File: config.mk
export PLATFORM = sky130hd
export DESIGN_NAME = mps_analog_intl_gen
export DESIGN_NICKNAME = d
export VERILOG_FILES = /design/src/rtl/mps_analog_intl_gen.sv
export SDC_FILE = /design/constraint.sdc
export NUM_CORES = 1
export LEC_CHECK = 0
export ABC_AREA = 1
export BUFFER_PORTS_ARGS = -buffer_cell sky130_fd_sc_hd__buf_4
export CELL_PAD_IN_SITES_DETAIL_PLACEMENT = 1
export CELL_PAD_IN_SITES_GLOBAL_PLACEMENT = 1
export CORE_MARGIN = 3
export CORE_UTILIZATION = 43
export CTS_CLUSTER_DIAMETER = 120
export DETAILED_ROUTE_END_ITERATION = 10
export HOLD_SLACK_MARGIN = 0.06
export PLACE_DENSITY = 0.78
export SETUP_SLACK_MARGIN = 0.4
export SYNTH_ARGS = -nofsm -noshare
export SYNTH_HDL_FRONTEND = slang
export SYNTH_SLANG_ARGS = --single-unit
File: constraint.sdc
create_clock -name i_clk -period 2.9 [get_ports i_clk]
set_input_delay 0.58 -clock i_clk [delete_from_list [all_inputs] [get_ports i_clk]]
set_output_delay 0.58 -clock i_clk [all_outputs]
set_load 0.02 [all_outputs]
File: src/rtl/mps_analog_intl_gen.sv
// Analog interlock generator: per-channel window compare on a serial ADC stream,
// consecutive-violation debounce, latched fault/direction vector and first-fault capture.
module mps_analog_intl_gen #(
  parameter int NUM_CH   = 18,
  parameter int DATA_W   = 16,
  parameter int DEBOUNCE = 3,
  parameter int CH_W     = 5
) (
  input  logic              i_clk,
  input  logic              i_rst,
  input  logic              i_adc_valid,
  input  logic [CH_W-1:0]   i_adc_ch,
  input  logic [DATA_W-1:0] i_adc_data,
  input  logic              i_thr_we,
  input  logic [CH_W:0]     i_thr_addr,
  input  logic [DATA_W-1:0] i_thr_data,
  input  logic [NUM_CH-1:0] i_intl_mask,
  input  logic              i_intl_clr,
  output logic [NUM_CH-1:0] o_analog_intl,
  output logic [NUM_CH-1:0] o_intl_dir,
  output logic [CH_W-1:0]   o_first_fault,
  output logic              o_first_valid
);

  localparam int CNT_W = $clog2(DEBOUNCE + 1);
  localparam logic [CNT_W-1:0] CNT_MAX  = CNT_W'(DEBOUNCE);
  localparam logic [CNT_W-1:0] CNT_LAST = CNT_W'(DEBOUNCE - 1);
  localparam logic [CH_W-1:0]  LAST_CH  = CH_W'(NUM_CH - 1);
  localparam logic signed [DATA_W-1:0] THR_MAX = {1'b0, {(DATA_W-1){1'b1}}};
  localparam logic signed [DATA_W-1:0] THR_MIN = {1'b1, {(DATA_W-1){1'b0}}};

  logic signed [DATA_W-1:0] r_thr_hi [NUM_CH];
  logic signed [DATA_W-1:0] r_thr_lo [NUM_CH];
  logic [CNT_W-1:0]         r_cnt    [NUM_CH];
  logic [NUM_CH-1:0]        r_intl;
  logic [NUM_CH-1:0]        r_dir;
  logic [CH_W-1:0]          r_first_ch;
  logic                     r_first_vld;

  logic [CH_W-1:0]   w_thr_ch;
  logic              w_thr_ok;
  logic              w_smp_ok;
  logic              w_over;
  logic              w_under;
  logic              w_hold;
  logic              w_latch;
  logic [CNT_W-1:0]  w_cnt_cur;
  logic [CNT_W-1:0]  w_cnt_nxt;

  assign w_thr_ch = i_thr_addr[CH_W:1];
  assign w_thr_ok = i_thr_we && (w_thr_ch <= LAST_CH);
  assign w_smp_ok = i_adc_valid && (i_adc_ch <= LAST_CH);

  // Reads see the pre-write thresholds, so a same-cycle write never affects this sample.
  always_comb begin
    w_over    = 1'b0;
    w_under   = 1'b0;
    w_hold    = 1'b0;
    w_cnt_cur = '0;
    if (w_smp_ok) begin
      w_over    = $signed(i_adc_data) > r_thr_hi[i_adc_ch];
      w_under   = $signed(i_adc_data) < r_thr_lo[i_adc_ch];
      w_hold    = i_intl_mask[i_adc_ch] | r_intl[i_adc_ch];
      w_cnt_cur = r_cnt[i_adc_ch];
    end
  end

  always_comb begin
    w_cnt_nxt = '0;
    if (!w_hold && (w_over || w_under))
      w_cnt_nxt = (w_cnt_cur == CNT_MAX) ? CNT_MAX : w_cnt_cur + 1'b1;
  end

  assign w_latch = w_smp_ok && !w_hold && (w_over || w_under) && (w_cnt_cur == CNT_LAST);

  always_ff @(posedge i_clk or negedge i_rst) begin
    if (!i_rst) begin
      for (int i = 0; i < NUM_CH; i++) begin
        r_thr_hi[i] <= THR_MAX;
        r_thr_lo[i] <= THR_MIN;
        r_cnt[i]    <= '0;
      end
      r_intl      <= '0;
      r_dir       <= '0;
      r_first_ch  <= '0;
      r_first_vld <= 1'b0;
    end else begin
      if (w_thr_ok) begin
        if (i_thr_addr[0]) r_thr_hi[w_thr_ch] <= $signed(i_thr_data);
        else               r_thr_lo[w_thr_ch] <= $signed(i_thr_data);
      end
      if (i_intl_clr) begin
        for (int i = 0; i < NUM_CH; i++) r_cnt[i] <= '0;
        r_intl      <= '0;
        r_dir       <= '0;
        r_first_ch  <= '0;
        r_first_vld <= 1'b0;
      end else if (w_smp_ok) begin
        r_cnt[i_adc_ch] <= w_cnt_nxt;
        if (w_latch) begin
          r_intl[i_adc_ch] <= 1'b1;
          r_dir[i_adc_ch]  <= w_over;
          if (!r_first_vld) begin
            r_first_ch  <= i_adc_ch;
            r_first_vld <= 1'b1;
          end
        end
      end
    end
  end

  assign o_analog_intl = r_intl;
  assign o_intl_dir    = r_dir;
  assign o_first_fault = r_first_ch;
  assign o_first_valid = r_first_vld;

endmodule

==> flow_metrics.env, run 1 <==
export IMPL_worstMarginPinSlew_ns=0.881
export IMPL_core_region_area_um2=66200
export IMPL_initial_core_util_pct=43.8
export IMPL_finish_instance_area_um2=37200
export IMPL_setup_viol_count_final=78
export IMPL_crit_path_start_kind="input pin"
export IMPL_busiest_layer="met2"
export IMPL_syn_avg_cell_area_um2=9.10
export IMPL_global_route_usage_met3_pct=5.72
export IMPL_fin_tns_setup_ns=-56.19
export IMPL_drive_gt1_share_pct=31.0
export IMPL_ioPinCount=108
export IMPL_postRouteAntennaNets=0
export IMPL_cts_sinks=654
export IMPL_arrival_ns=4.23
export IMPL_rows=94
export IMPL_drt_first_iter_violations=2799
export IMPL_synthDistinctLibCells=39
export IMPL_powerDensity_nw_per_um2=624
export IMPL_grt_antenna_before_repair=3
export IMPL_power_leakage_nw=15.7
export IMPL_io_buffers=107
export IMPL_wl_per_cell_um=27.4
export IMPL_crit_path_frequent_cell="nand2_1"
export IMPL_ys_seq_area_share_pct=57.7
export IMPL_grt_usage_pct=32.3
export IMPL_status="finished with violations"
export IMPL_grt_pass1_wl_um=176000
export IMPL_cts_tree="done"
export IMPL_cts_max_level=3
export IMPL_drt_first_pass_iters=6
export IMPL_post_dp_cell_area_um2=32600
export IMPL_cp_required_ns=3.40
export IMPL_grt_pass1_vias=29100
export IMPL_cts_buffer_depth=3
export IMPL_die_w_um=266
export IMPL_layout_nets=3523
export IMPL_fin_crit_sh_pct=129
export IMPL_drv_slew=0
export IMPL_routed_wl_um=119000
export IMPL_drc=0
export IMPL_min_period_ns=3.74
export IMPL_synth_flop_cell="dfrtp_1"
export IMPL_path_clk_slew_ns=0.06
export IMPL_insertion_delay_ns=0.63
export IMPL_gp_congestion=0.888
export IMPL_rsz0062_at_grt="yes"
export IMPL_synthTopCellsByCount="nand2_1, o21ai_0, dfrtp_1"
export IMPL_drv_cap=0
export IMPL_crit_buf_inv=8
export IMPL_critPathMaxFanout=6
export IMPL_fmax_ghz=0.268
export IMPL_yosysTopAreaCellShare_pct=31.6
export IMPL_grt_util_met2_pct=53.5
export IMPL_grt_use_met1_pct=41.5
export IMPL_synth_area_leaders="dfrtp_1, dfstp_2, nand2_1"
export IMPL_grt_overflow_total=0
export IMPL_synthArstFlopShare_pct=100
export IMPL_root_buffer="clkbuf_16"
export IMPL_die_h_um=266
export IMPL_hold_viol=0
export IMPL_dieArea_um2=70600
export IMPL_hp_class="input pin to flop"
export IMPL_routed_via_density=6.29
export IMPL_relSlewSlack_pct=41.1
export IMPL_synth_most_common_cell="nand2_1"
export IMPL_synth_nets=3282
export IMPL_hpwl_um=72600
export IMPL_max_stage_delay_ns=0.43
export IMPL_cts_buffers=73
export IMPL_vias=27400
export IMPL_synth_ff_latch_count=654
export IMPL_cpMaxStageDelayCell="nor4b_4"
export IMPL_yosysTopAreaCell="dfrtp_1"
export IMPL_areaGrowthSynthToFinish_pct=28.4
export IMPL_netlist_area_um2=29000
export IMPL_violations="setup timing"
export IMPL_whs_ns=0.275
export IMPL_critPathTopFamily="simple AND/OR/NAND/NOR gates"
export IMPL_critPathCaptureType="flop"
export IMPL_ys_warn_count=0
export IMPL_ir_worst_vdd_mv=0.442
export IMPL_grt_max_degree=98
export IMPL_synthCells=3185
export IMPL_synth_edff_count=0
export IMPL_crit_type="input pin to flop"
export IMPL_finalWorstSetupSlack_ns=-0.836
export IMPL_finClkSkew_ns=0.0379
[flip-flops by register name, summed over array words and instances (netlist names)]
signal,count
o_intl_dir,18
r_thr_hi,288
o_first_fault,5
r_thr_lo,288
o_first_valid,1
o_analog_intl,18
r_cnt,36
[repair_timing]
item,4_1_cts,5_1_grt
resized for setup,227,104
pin swaps,21,35
endpoints found under the setup margin,78,78
buffers inserted,12,7
hold buffers,1,0
gates cloned,9,6
endpoints found under the hold margin,30,0
[cell families after synthesis]
kind of cell,Yosys count,share of synthesized area [%]
AO/OA/AOI/OAI,1063,21.2
AND/OR/NAND/NOR,1111,15.5
XOR/XNOR,1,0.0302
adder cells (fa/ha/maj),31,1.34
flip-flops,654,57.7
buffers and inverters,325,4.31
[per-stage QoR]
stage          worst slack [ns]  power [mW]  std cells  util (%)
2_1_floorplan            -0.749        11.8       3185         -
3_3_place_gp              -1.89        12.8       4180      49.2
3_5_place_dp              -2.04        13.0       4180      49.2
4_1_cts                  -0.586        23.0       4337      55.2
5_1_grt                  -0.917        24.0       4350      56.2
6_report                 -0.836        23.2       4351      56.2
[final timing paths]
check,start,to,slack (ns),depth (start not counted)
min in group asynchronous,i_rst,o_intl_dir[2],0.52,2
worst max register to register,r_thr_hi[163],o_intl_dir[5],-0.71,20
worst min register to register,r_cnt[2],r_cnt[2],0.49,2
worst max-delay path,i_adc_ch[1],o_intl_dir[5],-0.84,25
max in group asynchronous,i_rst,r_thr_hi[219],1.33,4
worst min-delay path,i_adc_ch[0],o_first_fault[0],0.28,3
[report_power, final]
part / internal, mW / leakage [nW] / switching (mW)
Combinational: 1.03 / 6.50 / 1.66
Sequential: 10.2 / 7.99 / 0.540
Clock: 5.85 / 1.26 / 3.99
[cell type report]
class	count	area (µm²)
Inverter	68	307
Clock inverter	22	224
Timing Repair Buffer	420	4130
Clock buffer	113	2310
Multi-Input combinational cell	2209	12400
Fill cell	7255	29000
Sequential cell	654	16700
Tap cell	864	1080
Antenna cell	1	2.50
[cell usage in the layout, fill, tap and decap left out, drive strengths merged]
cell         count
clkbuf         118
bufinv           4
a221oi          31
dfrtp          366
ha              31
nand4           18
diode            1
nand3b           1
o22ai           16
buf            410
o21bai           2
a31oi            1
dfstp          288
xor2             1
a2111oi          2
a211oi           1
o21ai          618
nand2          922
clkinvlp         1
a41oi            4
nor3b            1
nor3            13
a22oi          248
bufbuf           4
a21boi           1
inv             65
nand3           56
nor4b           30
a22o             1
clkinv          20
o211a            1
dlygate4sd3      1
o2111ai          1
nor2            73
a21oi          135
o221ai           1
[worst register-to-register path, cell delays in order, from the launching register on]
cell      delay, ns
dfstp_2        0.37
a22oi_2        0.26
a21oi_2        0.12
a221oi_2       0.31
nor4b_4        0.43
ha_1           0.36
a21oi_2        0.15
o211a_1        0.17
o221ai_2       0.08
nand2_1        0.08
nand2_1        0.06
xor2_1         0.16
inv_1          0.08
nand2_2        0.12
nand2_4        0.12
nand2_8        0.11
buf_8          0.13
clkinv_8       0.07
buf_8          0.14
nand3_1        0.09
nand2_1        0.08
[metal layers]
metal	vias up	share of wire (%)
li1	11500	-
met1	14100	39
met2	1389	49
met3	394	7.2
met4	6	4.8
met5	-	0.032
No activity file was read; power rests on OpenSTA's default activity.
==> inputs of run 2 (changes only) <==
--- a/config.mk
+++ b/config.mk
@@ -5,12 +5,10 @@
 export SDC_FILE = /design/constraint.sdc
 export NUM_CORES = 1
 export LEC_CHECK = 0
-export ABC_AREA = 1
+export ABC_AREA = 0
 export BUFFER_PORTS_ARGS = -buffer_cell sky130_fd_sc_hd__buf_4
-export CELL_PAD_IN_SITES_DETAIL_PLACEMENT = 1
-export CELL_PAD_IN_SITES_GLOBAL_PLACEMENT = 1
 export CORE_MARGIN = 3
-export CORE_UTILIZATION = 43
+export CORE_UTILIZATION = 55
 export CTS_CLUSTER_DIAMETER = 120
 export DETAILED_ROUTE_END_ITERATION = 10
 export HOLD_SLACK_MARGIN = 0.06
==> run 2 against run 1 <==
Effect of this change: the flow still finishes with violations (setup timing); area after synthesis grew 7.0%; cell count shrank 25%; flip-flop and latch count is the same; fmax shrank 5.0%; non-clock buffer count shrank 88; global-route usage shrank 3.5 points; critical path type unchanged.
==> flow_metrics.env, run 2 <==
export IMPL_areaGrowthSynthToFinish_pct=19.3
export IMPL_multi_input_comb_area_um2=13800
export IMPL_drv_slew=0
export IMPL_cts_buffer_depth=3
export IMPL_wl_per_cell_um=26.2
export IMPL_max_stage_delay_ns=0.53
export IMPL_finClkSkew_ns=0.0294
export IMPL_synth_ff_latch_count=654
export IMPL_finish_instance_area_um2=37000
export IMPL_violations="setup timing"
export IMPL_ir_worst_vdd_mv=0.448
export IMPL_path_clk_slew_ns=0.06
export IMPL_cpMaxStageDelayCell="or4_4"
export IMPL_critPathMaxFanout=9
export IMPL_core_region_area_um2=55400
export IMPL_grt_usage_pct=28.8
export IMPL_hpwl_um=55500
export IMPL_synthCells=2221
export IMPL_gp_congestion=0.895
export IMPL_initial_core_util_pct=56.0
export IMPL_fin_tns_setup_ns=-73.13
export IMPL_ys_seq_area_share_pct=53.9
export IMPL_grt_overflow_total=0
export IMPL_cp_endpoint="r_cnt[27]"
export IMPL_p_total_mw=22.0
export IMPL_cts_max_level=3
export IMPL_fin_crit_sh_pct=136
export IMPL_ys_warn_count=0
export IMPL_post_dp_cell_area_um2=34200
export IMPL_final_cell_mix="mux2_2, dfrtp_1, dfstp_2, buf_4, nand2_1"
export IMPL_synthArstFlopShare_pct=100
export IMPL_finalWorstSetupSlack_ns=-1.03
export IMPL_vias=20700
export IMPL_hp_class="input pin to flop"
export IMPL_fmax_ghz=0.254
export IMPL_setup_viol_count_final=78
export IMPL_cts_buffers=70
export IMPL_reg2reg_to="r_cnt[27]"
export IMPL_top_regs="r_thr_hi: 288 flops, r_thr_lo: 288 flops, r_cnt: 36 flops"
export IMPL_crit_type="input pin to flop"
export IMPL_powerDensity_nw_per_um2=596
export IMPL_die_w_um=243
export IMPL_synthTopCellsByCount="mux2_2, dfrtp_1, dfstp_2"
export IMPL_critPathCaptureType="flop"
export IMPL_relSlewSlack_pct=55.4
export IMPL_final_instance_count_excl_fill=3248
export IMPL_fillCellCount=3616
export IMPL_routed_via_density=6.37
export IMPL_pre_cts_ws_ns=-1.85
export IMPL_setup_worst_path_start="i_adc_ch[0]"
export IMPL_seqCellArea_um2=16700
export IMPL_synth_nets=2318
export IMPL_syn_avg_cell_area_um2=14.0
export IMPL_final_common_cell="mux2_2"
export IMPL_drv_cap=0
export IMPL_yosysTopAreaCell="dfrtp_1"
export IMPL_regToRegSetupSlack_ns=-1.02
export IMPL_cp_required_ns=3.43
export IMPL_hp_start="i_adc_valid"
export IMPL_grt_pass1_wl_um=132000
export IMPL_synth_edff_count=0
export IMPL_synthDistinctLibCells=68
export IMPL_drc=0
export IMPL_power_leakage_nw=16.2
export IMPL_routed_wl_um=85000
export IMPL_io_buffers=107
export IMPL_cts_sinks=654
export IMPL_die_h_um=243
export IMPL_dp_cells=3106
export IMPL_crit_path_frequent_cell="nor2_1"
export IMPL_grt_pass1_vias=22000
export IMPL_synth_flop_cell="dfrtp_1"
export IMPL_min_period_ns=3.93
export IMPL_hold_viol=0
export IMPL_postRouteAntennaNets=0
export IMPL_rows=86
export IMPL_ioPinCount=108
export IMPL_netlist_area_um2=31000
export IMPL_drive_gt1_share_pct=60.8
export IMPL_insertion_delay_ns=0.62
export IMPL_crit_chain="buf_16 > bufbuf_16 > mux4_2 > nand2_1 > a21oi_1 > a21oi_1 > nor2_1 > a211oi_1 > ha_1 > nand4_1 > nor2_1 > o2bb2ai_1 > or4_4 > mux2_4 > buf_6 > a21oi_4 > buf_6 > buf_16 > mux2i_2 > nor2_1"
export IMPL_rsz0062_at_grt="yes"
export IMPL_arrival_ns=4.46
export IMPL_dieArea_um2=59300
export IMPL_synth_area_leaders="dfrtp_1, dfstp_2, mux2_2"
export IMPL_synth_most_common_cell="mux2_2"
export IMPL_worstMarginPinSlew_ns=0.667
export IMPL_r2r_start="r_thr_hi[35]"
export IMPL_root_buffer="clkbuf_16"
export IMPL_drt_first_iter_violations=1660
export IMPL_yosysTopAreaCellShare_pct=29.5
export IMPL_layout_nets=2542
export IMPL_grt_antenna_before_repair=1
export IMPL_reg2regPathDepth=18
export IMPL_status="finished with violations"
export IMPL_drt_first_pass_iters=5
export IMPL_grt_max_degree=83
export IMPL_cts_tree="done"
export IMPL_crit_path_start_kind="input pin"
==> run 2: report_power, final <==
group	internal (mW)	switching [mW]	leakage, nW
registers	10.1	0.401	7.98
clock network	5.27	3.61	1.11
logic	1.34	1.27	7.08
==> run 2: critical path, delay by kind of cell <==
| kind | cells | cell delay [ns] |
|---|---|---|
| AND/OR/NAND/NOR | 6 | 1.01 |
| multiplexers | 3 | 0.94 |
| buffers and inverters | 5 | 0.84 |
| AO/OA/AOI/OAI | 5 | 0.79 |
| adder cells (fa/ha/maj) | 1 | 0.28 |
==> run 2: cell families (layout without fill, tap and decap cells) <==
kind of cell | Yosys count | count (layout) | synth area share, %
compound gates | 248 | 248 | 5.43
fa+ha+maj | 31 | 31 | 1.25
buf+inv | 198 | 476 | 2.73
flops | 654 | 654 | 53.9
mux | 734 | 734 | 31.4
other cells | 0 | 1 | 0
simple gates | 356 | 356 | 5.23
==> run 2: repair_timing <==
action	CTS	global route
gates resized for setup	41	32
endpoints found under the hold margin	36	0
pin swaps	4	4
cloned	4	0
hold buffers	1	0
buffers inserted	3	7
endpoints found under the setup margin	78	78
==> run 2: final cells by class <==
class	count	area share, %
inverters	18	0.183
clock inverters	15	0.470
well taps	748	2.53
repair buffers	332	8.55
flip-flops and latches	654	45.2
multi-input cells	1369	37.3
clock buffers	111	5.70
diodes	1	0.00676
==> run 2: how the worst min path moves through the flow <==
stage | to | slack (ns) | depth (start not counted)
after floorplan | o_analog_intl[0] | 0.28 | 0
after global placement | r_thr_lo[242] | 0.48 | 1
after detailed placement | r_thr_lo[102] | 0.49 | 1
after CTS | r_cnt[25] | 0.44 | 4
after global routing | r_cnt[25] | 0.47 | 4
final | r_cnt[25] | 0.47 | 4
==> run 2: stage by stage <==
| step | hold slack (ns) | utilization, % |
|---|---|---|
| 6_report | 0.465 | 66.8 |
| 5_1_grt | 0.466 | 66.8 |
| 4_1_cts | 0.436 | 66.4 |
| 3_5_place_dp | 0.488 | 61.6 |
| 3_3_place_gp | 0.482 | 61.6 |
| 2_1_floorplan | 0.284 | - |
==> run 2: routing by layer <==
| layer | global-route usage (%) | routed length [µm] | vias up |
|---|---|---|---|
| li1 | - | - | 8620 |
| met1 | 38.4 | 34100 | 11000 |
| met2 | 47.2 | 41800 | 897 |
| met3 | 4.81 | 6090 | 204 |
| met4 | 12.4 | 2990 | 0 |
| met5 | 0 | 0 | - |
==> inputs of run 3 (changes only) <==
--- a/config.mk
+++ b/config.mk
@@ -6,13 +6,14 @@
 export NUM_CORES = 1
 export LEC_CHECK = 0
 export ABC_AREA = 0
-export BUFFER_PORTS_ARGS = -buffer_cell sky130_fd_sc_hd__buf_4
 export CORE_MARGIN = 3
-export CORE_UTILIZATION = 55
+export CORE_UTILIZATION = 58
 export CTS_CLUSTER_DIAMETER = 120
 export DETAILED_ROUTE_END_ITERATION = 10
+export DONT_BUFFER_PORTS = 1
+export GPL_TIMING_DRIVEN = 1
 export HOLD_SLACK_MARGIN = 0.06
-export PLACE_DENSITY = 0.78
+export PLACE_DENSITY = 0.79
 export SETUP_SLACK_MARGIN = 0.4
 export SYNTH_ARGS = -nofsm -noshare
 export SYNTH_HDL_FRONTEND = slang
==> run 3 against run 2 <==
Effect of this change: the run ends with hold timing, slew limit, setup timing left; critical path depth down 2; worst hold slack worse by 0.78 ns; flip-flop and latch count unchanged; fmax up 0.89%; die area down 5.0%; cell count down 8.2%; critical endpoint is now r_cnt[9]; highest routed layer is now met5.
==> flow_metrics.env, run 3 (synthesis gave the netlist of run 2 again) <==
export IMPL_grt_pass1_vias=20800
export IMPL_drc=0
export IMPL_status="finished with violations"
export IMPL_grt_usage_pct=28.3
export IMPL_worstMarginPinSlew_ns=1.96
export IMPL_multi_input_comb_area_um2=14200
export IMPL_relSlewSlack_pct=-31.0
export IMPL_min_period_ns=3.90
export IMPL_cp_required_ns=3.43
export IMPL_postRouteAntennaNets=0
export IMPL_powerDensity_nw_per_um2=601
export IMPL_initial_core_util_pct=58.8
export IMPL_routed_wl_um=80300
export IMPL_cts_buffers=68
export IMPL_core_region_area_um2=52800
export IMPL_violations="hold timing, slew limit, setup timing"
export IMPL_vias=19600
export IMPL_crit_path_frequent_cell="a21oi_2"
export IMPL_root_buffer="clkbuf_16"
export IMPL_gp_congestion=0.905
export IMPL_p_total_mw=21.3
export IMPL_top_regs="r_thr_hi: 288 flops, r_thr_lo: 288 flops, r_cnt: 36 flops"
export IMPL_cts_tree="done"
export IMPL_die_h_um=237
export IMPL_finalWorstSetupSlack_ns=-0.997
export IMPL_ir_worst_vdd_mv=0.366
export IMPL_post_dp_cell_area_um2=32200
export IMPL_grt_pass1_wl_um=123000
export IMPL_drt_first_iter_violations=1525
export IMPL_power_leakage_nw=15.1
export IMPL_finClkSkew_ns=0.0342
export IMPL_drive_gt1_share_pct=60.9
export IMPL_wl_met1_um=32400
export IMPL_drv_slew=301
export IMPL_fin_crit_sh_pct=134
export IMPL_layout_nets=2337
export IMPL_io_buffers=0
export IMPL_arrival_ns=4.42
export IMPL_cts_buffer_depth=3
export IMPL_final_cell_mix="mux2_2, dfrtp_1, dfstp_2, nand2_1, mux4_2"
export IMPL_hold_viol=248
export IMPL_route_met2_wl_um=38900
export IMPL_hp_class="input pin to asynchronous set/reset pin"
export IMPL_hpwl_um=48400
export IMPL_routed_via_density=6.57
export IMPL_seqCellArea_um2=16700
export IMPL_crit_type="flop to flop"
export IMPL_rsz0062_at_grt="yes"
export IMPL_max_stage_delay_ns=0.54
export IMPL_dr_max_layer_used="met5"
export IMPL_cpMaxStageDelayCell="or4_4"
export IMPL_critPathCaptureType="flop"
export IMPL_fmax_ghz=0.257
export IMPL_grt_max_degree=655
export IMPL_fin_util_pct=67.2
export IMPL_areaGrowthSynthToFinish_pct=14.2
export IMPL_dieArea_um2=56300
export IMPL_grt_antenna_before_repair=1
export IMPL_grt_overflow_total=0
export IMPL_fillCellCount=3495
export IMPL_ioPinCount=108
export IMPL_wl_per_cell_um=26.9
export IMPL_cts_sinks=654
export IMPL_wl_met3_um=6030
export IMPL_cts_max_level=3
export IMPL_path_clk_slew_ns=0.06
export IMPL_setup_viol_count_final=78
export IMPL_rows=84
export IMPL_whs_ns=-0.318
export IMPL_crit_chain="mux4_2 > nand2_1 > a21oi_2 > a21oi_2 > nor2_2 > a211oi_2 > ha_1 > nand4_1 > nor2_1 > o2bb2ai_1 > or4_4 > mux2_4 > buf_6 > a21oi_4 > buf_6 > buf_8 > nand2_4 > a21oi_2"
export IMPL_die_w_um=237
export IMPL_insertion_delay_ns=0.61
export IMPL_critPathMaxFanout=7
export IMPL_num_antenna_cells=0
export IMPL_finish_instance_area_um2=35400
export IMPL_crit_path_start_kind="flop"
export IMPL_fin_tns_setup_ns=-71.54
export IMPL_final_common_cell="mux2_2"
export IMPL_drv_cap=0
export IMPL_drt_first_pass_iters=5
run 3: cell types whose count changed in the layout (fill, tap and decap cells not counted), sizes merged:
cell / before / now
bufbuf: 2 / 0
clkbuf: 111 / 106
buf: 329 / 127
inv: 19 / 16
dlygate4sd3: 1 / 0
clkinv: 9 / 16
diode: 1 / 0
run 3: repair_timing:
item                                    in CTS  in global routing
gates cloned                                 1                  3
gates resized for setup                     61                100
buffers inserted                             3                  4
endpoints found under the setup margin      78                 78
endpoints found under the hold margin      694                529
pin swaps                                   11                 28
run 3: final timing paths:
| path | start | end | slack, ns | cells after the start |
|---|---|---|---|---|
| setup / recovery | r_thr_hi[47] | r_cnt[9] | -1.0 | 18 |
| hold / removal | i_rst | r_thr_lo[258] | -0.32 | 0 |
| setup reg to reg | r_thr_hi[47] | r_cnt[9] | -1.0 | 18 |
| hold reg to reg | r_thr_lo[219] | r_thr_lo[219] | 0.50 | 1 |
| max in group asynchronous | i_rst | r_thr_lo[98] | 1.66 | 0 |
| min in group i_clk | i_intl_clr | o_analog_intl[17] | 0.04 | 1 |
run 3: critical path, delay by kind of cell, from the launching register on:
family | cells | cell delay, ns
adders and majority gates | 1 | 0.28
DFF | 1 | 0.38
buffers and inverters | 3 | 0.40
muxes | 2 | 0.85
and+or+nand+nor | 6 | 1.05
AOI/OAI and AO/OA | 6 | 0.87
run 3: area by class of cell:
type / instances / share of cell area, %
Clock buffer: 104 / 5.96
Clock inverter: 19 / 0.505
Inverter: 18 / 0.191
Multi-Input combinational cell: 1369 / 40.2
Sequential cell: 654 / 47.2
Tap cell: 688 / 2.43
Timing Repair Buffer: 129 / 3.49
run 3: through the flow:
step	worst slack (ns)	std cells
after floorplan	-1.52	2221
after global placement	-1.41	2847
after detailed placement	-1.58	2847
after CTS	-0.938	2974
after global routing	-1.13	2981
final	-0.997	2981
run 3: layer usage:
metal / GRT usage [%] / vias up
met3: 6.47 / 196
met2: 46.2 / 727
li1: - / 8205
met1: 37.5 / 10500
met5: 0 / -
met4: 11.1 / 2
run 3: power breakdown:
group | switching, mW | leakage, nW | internal (mW)
Sequential | 0.386 | 7.98 | 10.1
Clock | 3.58 | 1.13 | 5.28
Combinational | 0.730 | 5.98 | 1.15
